--- config.mk ---
export PLATFORM = sky130hd
export DESIGN_NAME = gray_codec_pipe
export DESIGN_NICKNAME = d
export VERILOG_FILES = /design/src/rtl/gray_codec_pipe.sv
export SDC_FILE = /design/constraint.sdc
export NUM_CORES = 1
export LEC_CHECK = 0
export BUFFER_PORTS_ARGS = -buffer_cell sky130_fd_sc_hd__buf_2
export CAP_MARGIN = 10
export CORE_UTILIZATION = 50
export DETAILED_ROUTE_END_ITERATION = 6
export PLACE_DENSITY = 0.76
export SYNTH_ARGS = -nofsm -noshare
export SYNTH_HDL_FRONTEND = slang
export SYNTH_SLANG_ARGS = --single-unit
export TNS_END_PERCENT = 20
--- constraint.sdc ---
create_clock -name clk -period 3.7 [get_ports clk]
set_clock_uncertainty 0.05 [all_clocks]
set_input_delay 0 -clock clk [delete_from_list [all_inputs] [get_ports clk]]
set_output_delay 0 -clock clk [all_outputs]
set_load 0.005 [all_outputs]
--- src/rtl/gray_codec_pipe.sv ---
// Pipelined bidirectional Gray<->binary converter with valid/ready handshake
// and a one-bit-step check on consecutive Gray inputs.
// Latency: LATENCY cycles from accept to out_valid. Throughput is one beat per cycle.
// Backpressure: in_ready = !out_valid || out_ready. The whole pipe shifts or holds as one unit.
//
// Ports:
//   clk, rst_n            clock (rising edge), async active-low reset
//   in_valid/in_ready     input handshake; in_data operand, in_mode 0=G->B, 1=B->G
//   out_valid/out_ready   output handshake; out_data result, out_mode beat's mode
//   out_adj_err           beat was a Gray input not exactly 1 bit from the previous one
//   err_cnt               saturating count of error beats that have transferred out
module gray_codec_pipe #(
  parameter int WIDTH     = 8,
  parameter int LATENCY   = 2,
  parameter int ERR_CNT_W = 8
) (
  input  logic                 clk,
  input  logic                 rst_n,
  input  logic                 in_valid,
  output logic                 in_ready,
  input  logic [WIDTH-1:0]     in_data,
  input  logic                 in_mode,
  output logic                 out_valid,
  input  logic                 out_ready,
  output logic [WIDTH-1:0]     out_data,
  output logic                 out_mode,
  output logic                 out_adj_err,
  output logic [ERR_CNT_W-1:0] err_cnt
);

  // Stage k holds a beat accepted k+1 cycles earlier (when not stalled).
  // The last stage drives the outputs directly.
  logic [LATENCY-1:0] stg_vld;
  logic [LATENCY-1:0] stg_mode;
  logic [LATENCY-1:0] stg_err;
  logic [WIDTH-1:0]   stg_dat [LATENCY];

  logic [WIDTH-1:0] prev_gray;
  logic             prev_valid;

  logic             adv;
  logic             accept;
  logic [WIDTH-1:0] conv_dat;
  logic [WIDTH-1:0] diff;
  logic             adj_err;

  function automatic logic [WIDTH-1:0] gray2bin(input logic [WIDTH-1:0] g);
    logic [WIDTH-1:0] b;
    b[WIDTH-1] = g[WIDTH-1];
    for (int i = WIDTH - 2; i >= 0; i--) begin
      b[i] = b[i+1] ^ g[i];
    end
    return b;
  endfunction

  assign adv      = !out_valid || out_ready;
  assign in_ready = adv;
  assign accept   = in_valid && adv;

  // Exactly one bit differs iff diff is non-zero and a power of two. A repeated
  // value (diff == 0) therefore counts as an error.
  always_comb begin
    conv_dat = in_mode ? (in_data ^ (in_data >> 1)) : gray2bin(in_data);
    diff     = in_data ^ prev_gray;
    adj_err  = !in_mode && prev_valid &&
               ((diff == '0) || ((diff & (diff - 1'b1)) != '0));
  end

  always_ff @(posedge clk or negedge rst_n) begin
    if (!rst_n) begin
      stg_vld  <= '0;
      stg_mode <= '0;
      stg_err  <= '0;
      for (int k = 0; k < LATENCY; k++) begin
        stg_dat[k] <= '0;
      end
    end else if (adv) begin
      // Bubbles shift like beats; stage 0 loads a bubble when nothing is accepted.
      stg_vld[0]  <= accept;
      stg_mode[0] <= in_mode;
      stg_err[0]  <= accept && adj_err;
      stg_dat[0]  <= conv_dat;
      for (int k = 1; k < LATENCY; k++) begin
        stg_vld[k]  <= stg_vld[k-1];
        stg_mode[k] <= stg_mode[k-1];
        stg_err[k]  <= stg_err[k-1];
        stg_dat[k]  <= stg_dat[k-1];
      end
    end
  end

  // Only mode-0 beats advance the Gray history.
  always_ff @(posedge clk or negedge rst_n) begin
    if (!rst_n) begin
      prev_gray  <= '0;
      prev_valid <= 1'b0;
    end else if (accept && !in_mode) begin
      prev_gray  <= in_data;
      prev_valid <= 1'b1;
    end
  end

  // Counted on transfer out, so a beat stalled at the output is counted once.
  always_ff @(posedge clk or negedge rst_n) begin
    if (!rst_n) begin
      err_cnt <= '0;
    end else if (out_valid && out_ready && out_adj_err && (err_cnt != '1)) begin
      err_cnt <= err_cnt + {{(ERR_CNT_W-1){1'b0}}, 1'b1};
    end
  end

  assign out_valid   = stg_vld[LATENCY-1];
  assign out_mode    = stg_mode[LATENCY-1];
  assign out_adj_err = stg_err[LATENCY-1];
  assign out_data    = stg_dat[LATENCY-1];

endmodule
==> flow_summary.ini <==
[run_status]
status = completed

[finish]
seqCellArea_um2 = 976
synthToLayoutAreaGrowth_pct = 17.8
layout_commonest_cell = nand2_1
drive_gt1_frac = 0.181
num_antenna_cells = 0
multi_input_area_um2 = 803
final_cell_mix = nand2_1, dfrtp_1, buf_2
nNetsFinal = 251
fillCellCount = 316

[floorplanning]
pin_count = 33
core_area_um2 = 3470
rows = 21
die-width_um = 63.2
die_h_um = 63.2
start_util = 0.540
dieArea_um2 = 4000

[detailed_routing]
vias = 1350
drtIter0Drc = 119
drc_errors = 0
drt_first_pass_iters = 4
wirelength_um = 3190
viasPerCell = 4.75
drt-wirelength-per-cell_um = 11.2
ant_nets = 0

[place]
dp_hpwl_um = 2260
place_ws_ps = 1610
io_buffers = 32
gp_congestion = 0.777

[yosys]
syn-cell-area_um2 = 1870
async_reset_ff_frac = 1.00
ys_seq_area_frac = 0.521
synth_edf_count = 0
synth_nets = 215
yosysUniqueCellTypes = 31
synthMuxAreaShare = 0.0113
synthCells = 201
netlist.area_leader.share = 0.521
synth_fa_ha_area_frac = 0.00668
synth.area.top_cells = dfrtp_1, nand2_1, xnor2_1
synth-simple-area-share = 0.215
synth_xor_area_frac = 0.139
ys_warn_count = 0
ys.flop_type = dfrtp_1
synth_top_cell_by_area = dfrtp_1
avgSynthCellArea_um2 = 9.32
synth-compound-area-share = 0.0567
synth_seq_cells = 39
synth_top_family_by_area = simple AND/OR/NAND/NOR gates

[pwr]
p_leak_nw = 1.10
power_density_nw_per_um2 = 505
max-vdd-ir-drop_v = 0.000247
finalPower_mw = 1.11

[sta]
setup_total_negative_slack_ps = 0
maxSlewViolCount = 0
setup-violations-final = 0
relSlewSlack = 0.445
layout_setup_ws_ps = 1600
fmax_ghz = 0.477
period_minus_slack_ps = 2100
finalCritPeriodShare = 0.567
tightest_slew_ps = 833
rsz0062_at_grt = no
holdWs_ps = 131
finalHoldViolations = 0

[clocking]
clkTransAtPathRegs_ps = 70
cts_buffers = 5
ctsHtreeMaxLevel = 2
cts_buffer_depth = 2
cts_resized = 0
clock_latency_ps = 290
cts_tree = done
cts_root_buf = clkbuf_8
cts_sinks = 39

[worst_setup_path]
critPathKind = flop to flop
required_ps = 3830
critPathMaxFanout = 28
cp-end-kind = flop
rrSetupSlack_ps = 1600
cp-start-kind = flop
arrival_ps = 2230

[global_routing]
grt_max_degree = 40
overflow = 0
grt_usage = 0.187
antenna_found_initial = 0
grt_pass1_wl_um = 5690
first_global_vias = 1257

[job]
drv_cap = 0

[worst_hold_path]
hold_path.class = input pin to flop
final timing paths:
kind	from	to	depth (start not counted)
worst max-delay path	stg_vld[1]$_DFFE_PN0N_	stg_err[0]$_DFFE_PN0N_	7
worst min-delay path	out_ready	err_cnt[0]$_DFFE_PN0P_	3
worst max register to register	stg_vld[1]$_DFFE_PN0N_	stg_err[0]$_DFFE_PN0N_	7
worst min register to register	out_data[1]$_DFFE_PN0N_	out_data[1]$_DFFE_PN0N_	2
max in group asynchronous	rst_n	stg_err[1]$_DFFE_PN0N_	2
min in group asynchronous	rst_n	err_cnt[6]$_DFFE_PN0P_	2
cells in the mapped netlist (all sizes together) (2+ instances only):
cell,instances
nand2,73
dfrtp,39
xnor2,16
buf,12
xor2,11
o21ai,9
a21oi,5
nor2,5
nand3,4
clkbuf,3
nand2b,3
nand4,3
nor2b,2
where the power goes:
part	switching, mW	leakage, nW	internal [mW]
registers	0.0596	0.480	0.512
clock network	0.147	0.0412	0.132
logic	0.134	0.579	0.131
total	0.340	1.10	0.774
worst max-delay path, stage by stage (launching register included):
cell and delay [ps]:
dfrtp_1 370, nor2b_1 130, buf_4 280, inv_2 190
nand3b_1 350, clkinv_1 340, a22oi_1 220, a21oi_1 60
metrics by stage:
stage | util | area [um^2] | std cells
global route | 0.636 | 2210 | 284
finish | 0.636 | 2210 | 284
detailed placement | 0.580 | 2010 | 265
global placement | 0.580 | 2010 | 265
CTS | 0.636 | 2210 | 284
floorplan | - | 1870 | 201
per-layer routing:
metal	vias to the layer above	wire length [um]	global-route usage
li1	709	-	-
met1	612	1500	0.231
met2	23	1510	0.297
met3	6	115	0.0598
met4	0	63	0.0852
met5	-	0	0
final cells by class:
type,instances,area share
timing repair buffer,44,0.126
sequential,39,0.442
tap,46,0.0261
clock inverter,2,0.00567
inverter,2,0.00340
multi-input combinational,145,0.364
clock buffer,6,0.0329
kinds of logic (layout without fill, tap and decap cells):
group,Yosys count,in the layout
adders and majority gates,1,1
DFF,39,39
and+or+nand+nor,96,96
xor gates and xnor gates,28,28
buffers and inverters,17,54
AOI/OAI and AO/OA,18,18
muxes,2,2
sequential cells by signal (all words and copies together) (netlist names):
name,count
err_cnt,8
out_data,8
prev_gray,8
prev_valid,1
stg_dat,8
stg_err,2
stg_mode,2
stg_vld,2
timing repair:
action	4_1_cts	5_1_grt
hold buffers	11	0
setup buffers	0	0
endpoints found under the hold margin	50	0
Power figures use the tool's default switching activity.
